**config.mk**
```make
export PLATFORM = sky130hd
export DESIGN_NAME = inst_fetch
export DESIGN_NICKNAME = d
export VERILOG_FILES = /design/src/rtl/inst_fetch_pkg.sv /design/src/rtl/inst_fetch_queue.sv /design/src/rtl/inst_fetch.sv
export SDC_FILE = /design/constraint.sdc
export NUM_CORES = 1
export LEC_CHECK = 0
export ABC_AREA = 1
export BUFFER_PORTS_ARGS = -buffer_cell sky130_fd_sc_hd__buf_2
export CAP_MARGIN = 20
export CORE_MARGIN = 2
export CORE_UTILIZATION = 44
export CTS_BUF_LIST = sky130_fd_sc_hd__clkbuf_4
export DETAILED_ROUTE_END_ITERATION = 7
export PLACE_DENSITY = 0.65
export SYNTH_ARGS = -nofsm -noshare
export SYNTH_HDL_FRONTEND = slang
export SYNTH_SLANG_ARGS = --single-unit
export TNS_END_PERCENT = 5
```
**constraint.sdc**
```tcl
create_clock -name clk -period 6.2 [get_ports clk]
set_input_delay 0.93 -clock clk [delete_from_list [all_inputs] [get_ports clk]]
set_output_delay 0.93 -clock clk [all_outputs]
set_load 0.01 [all_outputs]
```
**src/rtl/inst_fetch_pkg.sv**
```systemverilog
// Shared fetch-stage definitions: instruction width, bubble/reset constants,
// and the instruction-queue entry layout.
package inst_fetch_pkg;

   localparam int unsigned IW = 16;

   localparam logic [IW-1:0] IF_NOP_INST = 16'h0800;
   localparam logic [IW-1:0] IF_RESET_PC = 16'h0000;

   typedef struct packed {
      logic [IW-1:0] pc_plus1;
      logic [IW-1:0] inst;
   } fetch_entry_t;

endpackage

```
**src/rtl/inst_fetch_queue.sv**
```systemverilog
// fetch_queue: synchronous FIFO of fetched {pc+1, inst} pairs; flush beats push/pop.
module fetch_queue
   import inst_fetch_pkg::*;
#(
   parameter int unsigned DEPTH = 2,
   localparam int unsigned CW = $clog2(DEPTH) + 1
) (
   input  logic          clk,
   input  logic          rst,
   input  logic          flush_i,
   input  logic          push_i,
   input  fetch_entry_t  push_data_i,
   input  logic          pop_i,
   output fetch_entry_t  pop_data_o,
   output logic          full_o,
   output logic          empty_o,
   output logic [CW-1:0] count_o
);

   localparam int unsigned PW = $clog2(DEPTH);

   fetch_entry_t  mem_q [DEPTH];
   logic [PW-1:0] rd_q, rd_d, wr_q, wr_d;
   logic [CW-1:0] cnt_q, cnt_d;

   always_comb begin
      rd_d  = rd_q;
      wr_d  = wr_q;
      cnt_d = cnt_q;
      if (flush_i) begin
         rd_d  = '0;
         wr_d  = '0;
         cnt_d = '0;
      end else begin
         if (push_i) wr_d = wr_q + PW'(1);
         if (pop_i)  rd_d = rd_q + PW'(1);
         if (push_i && !pop_i)      cnt_d = cnt_q + CW'(1);
         else if (pop_i && !push_i) cnt_d = cnt_q - CW'(1);
      end
   end

   always_ff @(posedge clk) begin
      if (rst) begin
         rd_q  <= '0;
         wr_q  <= '0;
         cnt_q <= '0;
      end else begin
         rd_q  <= rd_d;
         wr_q  <= wr_d;
         cnt_q <= cnt_d;
      end
   end

   // Storage needs no reset; only pointers/count define validity.
   always_ff @(posedge clk) begin
      if (push_i && !flush_i) mem_q[wr_q] <= push_data_i;
   end

   assign pop_data_o = mem_q[rd_q];
   assign full_o     = (cnt_q == CW'(DEPTH));
   assign empty_o    = (cnt_q == '0);
   assign count_o    = cnt_q;

endmodule

```
**src/rtl/inst_fetch.sv**
```systemverilog
// Instruction fetch stage: fetch PC, prefetch queue, and IF/ID output registers
// with squash-on-redirect and hold support.
module inst_fetch
   import inst_fetch_pkg::*;
#(
   parameter logic [IW-1:0] RESET_PC = IF_RESET_PC,
   parameter logic [IW-1:0] NOP_INST = IF_NOP_INST,
   parameter int unsigned   DEPTH    = 2
) (
   input  logic          clk,
   input  logic          rst,
   input  logic          hold,
   input  logic          redirect,
   input  logic [IW-1:0] redirect_pc,
   output logic          mem_req,
   output logic [IW-1:0] mem_addr,
   input  logic          mem_ack,
   input  logic [IW-1:0] mem_rdata,
   output logic [IW-1:0] pc_out,
   output logic [IW-1:0] inst_out,
   output logic          inst_valid
);

   localparam int unsigned CW = $clog2(DEPTH) + 1;

   logic [IW-1:0] fpc_q, fpc_d;
   logic [IW-1:0] pc_q, pc_d;
   logic [IW-1:0] inst_q, inst_d;
   logic          valid_q, valid_d;

   logic          push, pop;
   logic          q_full, q_empty;
   logic [CW-1:0] q_count;
   fetch_entry_t  push_data, head;

   assign mem_req   = !rst && !redirect && (q_count < CW'(DEPTH));
   assign mem_addr  = fpc_q;
   assign push      = mem_req && mem_ack;
   assign push_data = '{pc_plus1: fpc_q + IW'(1), inst: mem_rdata};

   fetch_queue #(.DEPTH(DEPTH)) u_queue (
      .clk         (clk),
      .rst         (rst),
      .flush_i     (redirect),
      .push_i      (push),
      .push_data_i (push_data),
      .pop_i       (pop),
      .pop_data_o  (head),
      .full_o      (q_full),
      .empty_o     (q_empty),
      .count_o     (q_count)
   );

   // Redirect squashes even under hold; hold freezes outputs but not fetching.
   always_comb begin
      fpc_d   = fpc_q;
      pc_d    = pc_q;
      inst_d  = inst_q;
      valid_d = valid_q;
      pop     = 1'b0;
      if (redirect) begin
         fpc_d   = redirect_pc;
         pc_d    = '0;
         inst_d  = NOP_INST;
         valid_d = 1'b0;
      end else begin
         if (push) fpc_d = fpc_q + IW'(1);
         if (!hold) begin
            if (!q_empty) begin
               pop     = 1'b1;
               pc_d    = head.pc_plus1;
               inst_d  = head.inst;
               valid_d = 1'b1;
            end else begin
               pc_d    = '0;
               inst_d  = NOP_INST;
               valid_d = 1'b0;
            end
         end
      end
   end

   always_ff @(posedge clk) begin
      if (rst) begin
         fpc_q   <= RESET_PC;
         pc_q    <= '0;
         inst_q  <= NOP_INST;
         valid_q <= 1'b0;
      end else begin
         fpc_q   <= fpc_d;
         pc_q    <= pc_d;
         inst_q  <= inst_d;
         valid_q <= valid_d;
      end
   end

   assign pc_out     = pc_q;
   assign inst_out   = inst_q;
   assign inst_valid = valid_q;

   count_full_a: assert property (@(posedge clk) disable iff (rst)
      q_full == (q_count == CW'(DEPTH)));

endmodule

```
# Yosys cells after proc, flatten, opt, wreduce, memory -nomap -nowiden
# Memory sizes are Yosys's and may differ from the RTL's. A register that Yosys moved wholly into a read port is not among the register bits.
# Index checks and enable logic that the tools add are counted.
[word_totals]
ff_bits = 53
latch_bits = 0
ram_bits = 64
mem_bits_ro = 0
in_bits = 37
out_inout_bits = 50
word_cells = 41
memories = 1
[mem_list]
columns = ["name", "words", "width", "read_ports", "rd_ports_with_merged_regs", "write_ports", "line_no", "source"]
rows = [
  ["u_queue.mem_q", 2, 32, 1, 1, 1, "inst_fetch_queue.sv:22", "fetch_entry_t mem_q [DEPTH];"],
]
[op_classes]
add_sub_neg = 5
multipliers = 0
div = 0
magnitude_cmp = 1
n_eq_ne = 0
shifts = 0
n_mux = 13
n_bitwise = 0
n_reduce_logical = 14
[op_table]
columns = ["cell", "n"]
rows = [
  ["16-bit 2-to-1 mux", 4],
  ["16-bit by 1-bit adder with 16-bit output, second input constant", 1],
  ["1-bit 2-to-1 mux", 7],
  ["1-bit logical AND", 6],
  ["1-bit logical NOT", 4],
  ["2-bit 2-to-1 mux", 2],
  ["2-bit nonzero test", 2],
  ["1-bit adder, second input constant", 2],
  ["2-bit by 1-bit adder with 2-bit output, second input constant", 1],
  ["2-bit logical NOT", 1],
  ["2-bit < comparator, second input constant", 1],
  ["2-bit OR reduction", 1],
  ["2-bit by 1-bit subtractor with 2-bit output, second input constant", 1],
]

# Logic depth before layout (Yosys ltp)
# Gate-level depths: netlist of run 1.
[depth]
depth_word = 8
depth_mapped = 11
mapped_depth_nobuf = 9

# Hierarchy
# From an unflattened synthesis of run 1, not the netlist that was laid out.
[hier_totals]
hier_cells = 457
area_unflattened_um2 = 4936.0
[by_module_without_submodules]
columns = ["mod", "instances", "cells_each", "area_per_inst_um2", "seq_area_each_um2"]
rows = [
  ["fetch_queue", 1, 134, 2703.8, 2021.9],
  ["inst_fetch", 1, 323, 2232.1, 980.9],
]

# Least setup slack after synthesis of run 1
# Ideal clock, no wire load.
[synth_path]
path_kind = "input-to-reg"
start = "in redirect"
end = "mem u_queue.mem_q[0][0] (netlist bit), enable pin"
setup_time_ns = 0.421
arrival_time_ns = 2.731
t_required_ns = 5.779
slack_ns = 3.048
cell_stages = 4
n_path_buf = 1
cell_sequence = "buf_6 -> nor2_4 -> nand3_4 -> nor2_1"
[synth_between]
elab_chain_len = 7
[synth_rtl]
columns = ["item", "line_no", "source"]
rows = [
  ["start, declared", "inst_fetch.sv:13", "input logic redirect,"],
  ["1-bit logical NOT (*)", "inst_fetch_queue.sv:56, inst_fetch.sv:36", ""],
  ["1-bit logical AND (2 in a row)", "inst_fetch.sv:36", "assign mem_req = !rst && !redirect && (q_count < CW'(DEPTH));"],
  ["1-bit logical AND", "inst_fetch.sv:38", "assign push = mem_req && mem_ack;"],
  ["1-bit logical AND (*)", "inst_fetch_queue.sv:56", "if (push_i && !flush_i) mem_q[wr_q] <= push_data_i;"],
  ["1-bit 2-to-1 mux (*)", "inst_fetch_queue.sv:56", ""],
  ["1-bit 2-to-1 mux (not written as such) (*)", "inst_fetch_queue.sv:56", ""],
  ["end, declared", "inst_fetch_queue.sv:22", ""],
]
# Every way passes the cells marked *; elsewhere a longest branch is shown, timed or not.

# Worst setup path in the final report of run 1
[layout_path]
start = "in redirect"
end = "out mem_req"
[layout_between]
elab_chain_len = 3
[layout_rtl]
columns = ["item", "line_no", "source"]
rows = [
  ["1-bit logical NOT", "inst_fetch.sv:36", ""],
  ["1-bit logical AND (2 in a row)", "inst_fetch.sv:36", ""],
  ["end, declared", "inst_fetch.sv:15", "output logic mem_req,"],
]
# No other way between the ends.

==> flow_summary.toml, run 1 <==
[floorplanning]
top_level_ports = 87
floorplan.rows = 38
design.core.area_um2 = 10700
floorplan.die.width_um = 109
die_height_um = 109
initial_core_util_pct = 44.9
die-area_um2 = 11800

[placement]
finalWeightedCongestion = 0.853
dpl-instance-area_um2 = 5340
numPortBuffers = 86
hpwl_um = 6630
dp_cells = 657

[timing]
fin_setup_tns_ns = 0
finClkSkew_ns = 0.0161
max_slew.worst_pin.slew_ns = 0.965
period_needed_ns = 2.74
fmax_mhz = 365
slew_viol_final = 0
rsz0062_at_grt = "false"
timing.final.crit_share_pct = 44.2
slew_headroom_pct = 35.5
setup_viol = 0
report.final.hold_viol_count = 0

[yosys]
synthesis.area_um2 = 4820
asyncSetResetFlopFracSynth_pct = 0
synth_most_common_cell = "nand2_1"
yosysUniqueCellTypes = 36
postSynthCellCount = 447
yosysWarnings = 0
synth.top_cells.by_area = "edfxtp_1 (40%), dfxtp_1 (22%), nand2_1 (9.5%)"
synth_top_cell_by_area = "edfxtp_1"
postSynthRegisterBits = 118
synth_enable_flop_cells = 64
synthesis.nets = 486
seq_area_frac_synth_pct = 62.3
synth_top_cells_by_count = "nand2_1 (122), edfxtp_1 (64), dfxtp_1 (54), a21oi_1 (43), mux2_2 (32)"
mapped_avg_cell_area_um2 = 10.8
synth-main-ff-cell = "edfxtp_1"
yosysTopAreaCellShare_pct = 39.9

[global_routing]
grt_max_degree = 35
first_pass_grt_wire_length_um = 15700
gr-usage-all-layers_pct = 17.9
use_met2_pct = 29.4
use_met1_pct = 22.5
antenna_found_initial = 0
grt_overflow_total = 0
grt_util_met3_pct = 5.56
first_global_vias = 3295
grt.busiest_layer = "met2"

[critical_path]
cpLargestDelayFamily = "buffers and inverters"
type_of_the_setup_path_with_the_least_slack = "in -> out"
worst_path_most_repeated_cell = "buf_2"
critPathBufInv = 3
r2r_end = "u_queue.count_o[1]$_SDFFE_PP0P_"
startpoint_type = "input port"
timing.critical_path.to_type = "output pin"
cp_data_arrival_time_ns = 1.81
reg2reg_depth = 9
reg2reg_from = "u_queue.count_o[1]$_SDFFE_PP0P_"
cp_cell_sequence = "buf_2 -> nor2_4 -> inv_1 -> nor2_1 -> buf_2"
critPathMaxStageDelay_ns = 0.25
timing.reg2reg.setup_slack_ns = 4.31
cp_slowest_cell = "nor2_4"
worst_ep_required_time_ns = 5.27
critical_path_peak_fanout = 18

[clock_tree]
htree_num_levels = 4
cts.root.buffer_cell = "clkbuf_4"
postCtsResizedCells = 0
cts_sinks = 118
number_of_buffers_created_by_cts = 17
clock_tree_from_tritoncts = "built"
clock_insertion_delay_worst_skew_ns = 0.50
clock_tree.buffer_depth = 2
cts.reportedPaths.clkPinSlew_ns = 0.10
post_cts.repair.setup_buffers = 0
cts_hold_buffers = 0

[detailed_routing]
drc_errors = 0
drt-wirelength-per-cell_um = 14.4
violation_count_after_the_first_detailed_route_iteration = 143
detail_route.vias_per_cell = 4.94
postRouteAntennaNets = 0
drt-pass1-iter-count = 5
wl_um = 9890
vias = 3402

[final_layout]
final_core_density_pct = 52.4
design_area_um2 = 5630
area_growth_pct = 16.8
diodes = 0
final_nets = 575
drive_above_1_share_pct = 33.2
layoutNonFillerInstCount = 689

[power]
leakagePower_nw = 2.14
power.ir.vdd_worst_v = 0.000143
finalPower_mw = 1.51
power_density_nw_per_um2 = 269

[worst_hold_path]
hold_path_class = "reg -> reg"
holdPathStages = 2
min_to = "pc_out[14]$_SDFFE_PP0N_"
min_from = "pc_out[14]$_SDFFE_PP0N_"

[run]
max-cap-violations = 0

[outcome]
result_of_the_run = "finished clean"
## metrics by stage
stage                     hold slack (ns)  worst slack [ns]
after detailed placement            0.454              3.39
after global routing                0.485              3.39
after CTS                           0.468              3.47
after floorplan                     0.422              3.05
after global placement              0.433              3.47
final                               0.464              3.46
## state kept, by name, summed over array words and instances, names as in the netlist, named ones only
name / flops
inst_valid: 1
u_queue.rd_q: 1
inst_out: 16
u_queue.mem_q: 64
u_queue.count_o: 2
pc_out: 16
u_queue.wr_q: 1
mem_addr: 16
## worst max path at each step
stage                     slack, ns      from                              to  cells past startpoint
after detailed placement       3.39  redirect   u_queue.mem_q[1][8]$_DFFE_PP_                      4
after global routing           3.39  redirect                         mem_req                      5
after floorplan                3.05  redirect   u_queue.mem_q[0][0]$_DFFE_PP_                      4
after global placement         3.47  redirect  u_queue.mem_q[1][15]$_DFFE_PP_                      4
after CTS                      3.47  redirect                         mem_req                      5
final                          3.46  redirect                         mem_req                      5
## power by group
part / internal [mW] / total (mW) / switching, mW / leakage (nW)
sequential: 0.840 / 0.853 / 0.0125 / 1.02
combinational: 0.0371 / 0.0999 / 0.0628 / 0.965
clock: 0.292 / 0.562 / 0.269 / 0.158
## worst register-to-register path, cell delays in order, from the launching register on
cell and delay (ns):
dfxtp_1 0.42, inv_1 0.13, nand3_4 0.18, clkinv_4 0.17, ha_1 0.33, inv_1 0.10
o21ai_0 0.12, a21oi_1 0.18, o21ai_0 0.09, a21oi_1 0.11
## routing by layer
layer	vias to the layer above	wire, µm
li1	1697	-
met1	1598	4470
met2	101	4740
met3	6	610
met4	0	72
met5	-	0
## cell families after synthesis
family / synth area share (%)
AOI/OAI and AO/OA: 9.24
xor gates and xnor gates: 1.27
adders and majority gates: 0.519
buffers and inverters: 5.11
DFF: 62.3
muxes: 7.47
and+or+nand+nor: 14.1
## layout by cell type (no fill, tap or decap)
cell,n
a31oi_2,1
a21oi_1,43
bufinv_16,3
nand4_1,3
nand2_1,122
nand3_4,1
mux2_2,32
inv_1,27
and2_1,3
o21ai_1,1
xor2_1,6
edfxtp_1,64
inv_2,4
buf_4,3
a22oi_1,1
xnor2_1,1
nand3_1,9
a31oi_1,1
nor2_1,17
nor2_2,3
nor2_4,3
o21ai_0,9
o21ai_2,8
clkinv_4,1
o22ai_1,1
buf_2,86
nand2_4,1
clkinv_2,4
clkbuf_4,21
clkinv_1,2
a21oi_2,8
o211ai_1,1
dfxtp_1,54
clkinvlp_4,2
ha_1,2
nand3_2,1
## cell type report
class | instances | area [µm²]
well taps | 140 | 175
clock buffers | 21 | 158
clock inverters | 11 | 133
fillers | 1012 | 5110
flip-flops and latches | 118 | 3000
repair buffers | 89 | 453
inverters | 32 | 125
multi-input cells | 278 | 1590
No activity file was read; power rests on OpenSTA's default activity.
==> inputs of run 2 (changes only) <==
Clock period 6.2 ns to 2.88 ns, I/O delays scaled along.
==> run 2 against run 1 <==
Compared with the run above: count of clock-buffer cells in the layout decreased by 1; worst setup slack got worse by 2.3 ns; largest cell class unchanged; largest power group unchanged; non-clock buffer count increased by 4.
==> flow_summary.toml, run 2 (synthesized netlist as in run 1, its figures left out) <==
[outcome]
result_of_the_run = "finished clean"

[detailed_routing]
detail_route.vias_per_cell = 4.87
postRouteAntennaNets = 0
wl_um = 9730
drt-pass1-iter-count = 7
vias = 3377
drt-wirelength-per-cell_um = 14.0
drc_errors = 0
violation_count_after_the_first_detailed_route_iteration = 195

[timing]
fmax_mhz = 571
fin_setup_tns_ns = 0
timing.final.crit_share_pct = 60.8
rsz0062_at_grt = "false"
fin_worst_hold_slack_ns = 0.108
report.final.hold_viol_count = 0
period_needed_ns = 1.75
setup_viol = 0
finClkSkew_ns = 0.0222
slew_headroom_pct = 71.1
max_slew.worst_pin.slew_ns = 0.434
slew_viol_final = 0

[final_layout]
layoutNonFillerInstCount = 694
area_growth_pct = 17.7
layout.cells.most_common = "nand2_1"
drive_above_1_share_pct = 33.6
regMostFlops = "u_queue.mem_q"
final_nets = 579
final_core_density_pct = 52.8
largest_register_ffs = 64
layout_common_cells = "nand2_1 (122), buf_2 (86), edfxtp_1 (64), dfxtp_1 (54), a21oi_1 (43)"

[floorplanning]
die-area_um2 = 11800
die_height_um = 109
initial_core_util_pct = 44.9
floorplan.rows = 38
design.core.area_um2 = 10700
top_level_ports = 87
floorplan.die.width_um = 109

[critical_path]
cp_data_arrival_time_ns = 1.32
startpoint_type = "input port"
reg2reg_from = "u_queue.count_o[1]$_SDFFE_PP0P_"
timing.critical_path.to_type = "output pin"
critPathLaunch = "redirect"
type_of_the_setup_path_with_the_least_slack = "in -> out"
worst_ep_required_time_ns = 2.45
critical_path_peak_fanout = 18

[placement]
numPortBuffers = 86
dp_cells = 661
finalWeightedCongestion = 0.896
hpwl_um = 6740

[clock_tree]
cts.reportedPaths.clkPinSlew_ns = 0.11
postCtsResizedCells = 0
clock_tree_from_tritoncts = "built"
post_cts.repair.setup_buffers = 0
cts_sinks = 118
cts_hold_buffers = 0
clock_tree.buffer_depth = 2
number_of_buffers_created_by_cts = 17
cts.root.buffer_cell = "clkbuf_4"
htree_num_levels = 4
clock_insertion_delay_worst_skew_ns = 0.51

[power]
power.ir.vdd_worst_v = 0.000266
power_density_nw_per_um2 = 572
finalPower_mw = 3.25
leakagePower_nw = 2.17

[global_routing]
grt_overflow_total = 0
first_pass_grt_wire_length_um = 15400
first_global_vias = 3202
grt_max_degree = 34
antenna_found_initial = 1
gr-usage-all-layers_pct = 17.6

[worst_hold_path]
min_from = "mem_rdata[8]"
hold_path_class = "in -> reg"

[run]
max-cap-violations = 0
[run 2: final cells by class]
type,count,area (µm²)
antenna,1,2.50
clock buffer,20,150
clock inverter,12,138
fill,1008,5070
inverter,32,125
multi-input combinational,278,1590
sequential,118,3000
tap,140,175
timing repair buffer,93,495
[run 2: path summary, 6_finish.rpt]
path                                           to  slack, ns  depth (start not counted)
setup / recovery                          mem_req       1.13                          5
hold / removal      u_queue.mem_q[1][8]$_DFFE_PP_       0.11                          1
setup reg to reg  u_queue.count_o[1]$_SDFFE_PP0P_       1.13                          9
hold reg to reg           pc_out[14]$_SDFFE_PP0N_       0.47                          2
[run 2: through the flow]
stage	setup WS (ns)	area [µm²]
CTS	1.14	5670
global placement	0.819	5390
global route	0.929	5680
finish	1.13	5680
detailed placement	0.789	5390
floorplan	0.226	4820
[run 2: routing by layer]
| metal | part of all wire [%] | global-route usage (%) | wire, µm | vias up |
|---|---|---|---|---|
| met5 | 0 | 0 | 0 | - |
| met1 | 45 | 23.1 | 4420 | 1533 |
| li1 | - | - | - | 1703 |
| met3 | 7.4 | 5.86 | 722 | 16 |
| met4 | 1.7 | 6.32 | 161 | 0 |
| met2 | 46 | 27.4 | 4430 | 125 |
[run 2: worst max-delay path: stages]
cell and delay, ns:
buf_2 0.22, nor2_4 0.23, inv_1 0.08, nor2_1 0.18
buf_2 0.17
[run 2: report_power, final]
group | leakage [nW] | internal, mW | switching, mW
logic | 0.989 | 0.0832 | 0.137
registers | 1.02 | 1.81 | 0.0255
clock network | 0.157 | 0.617 | 0.576
total | 2.17 | 2.51 | 0.738
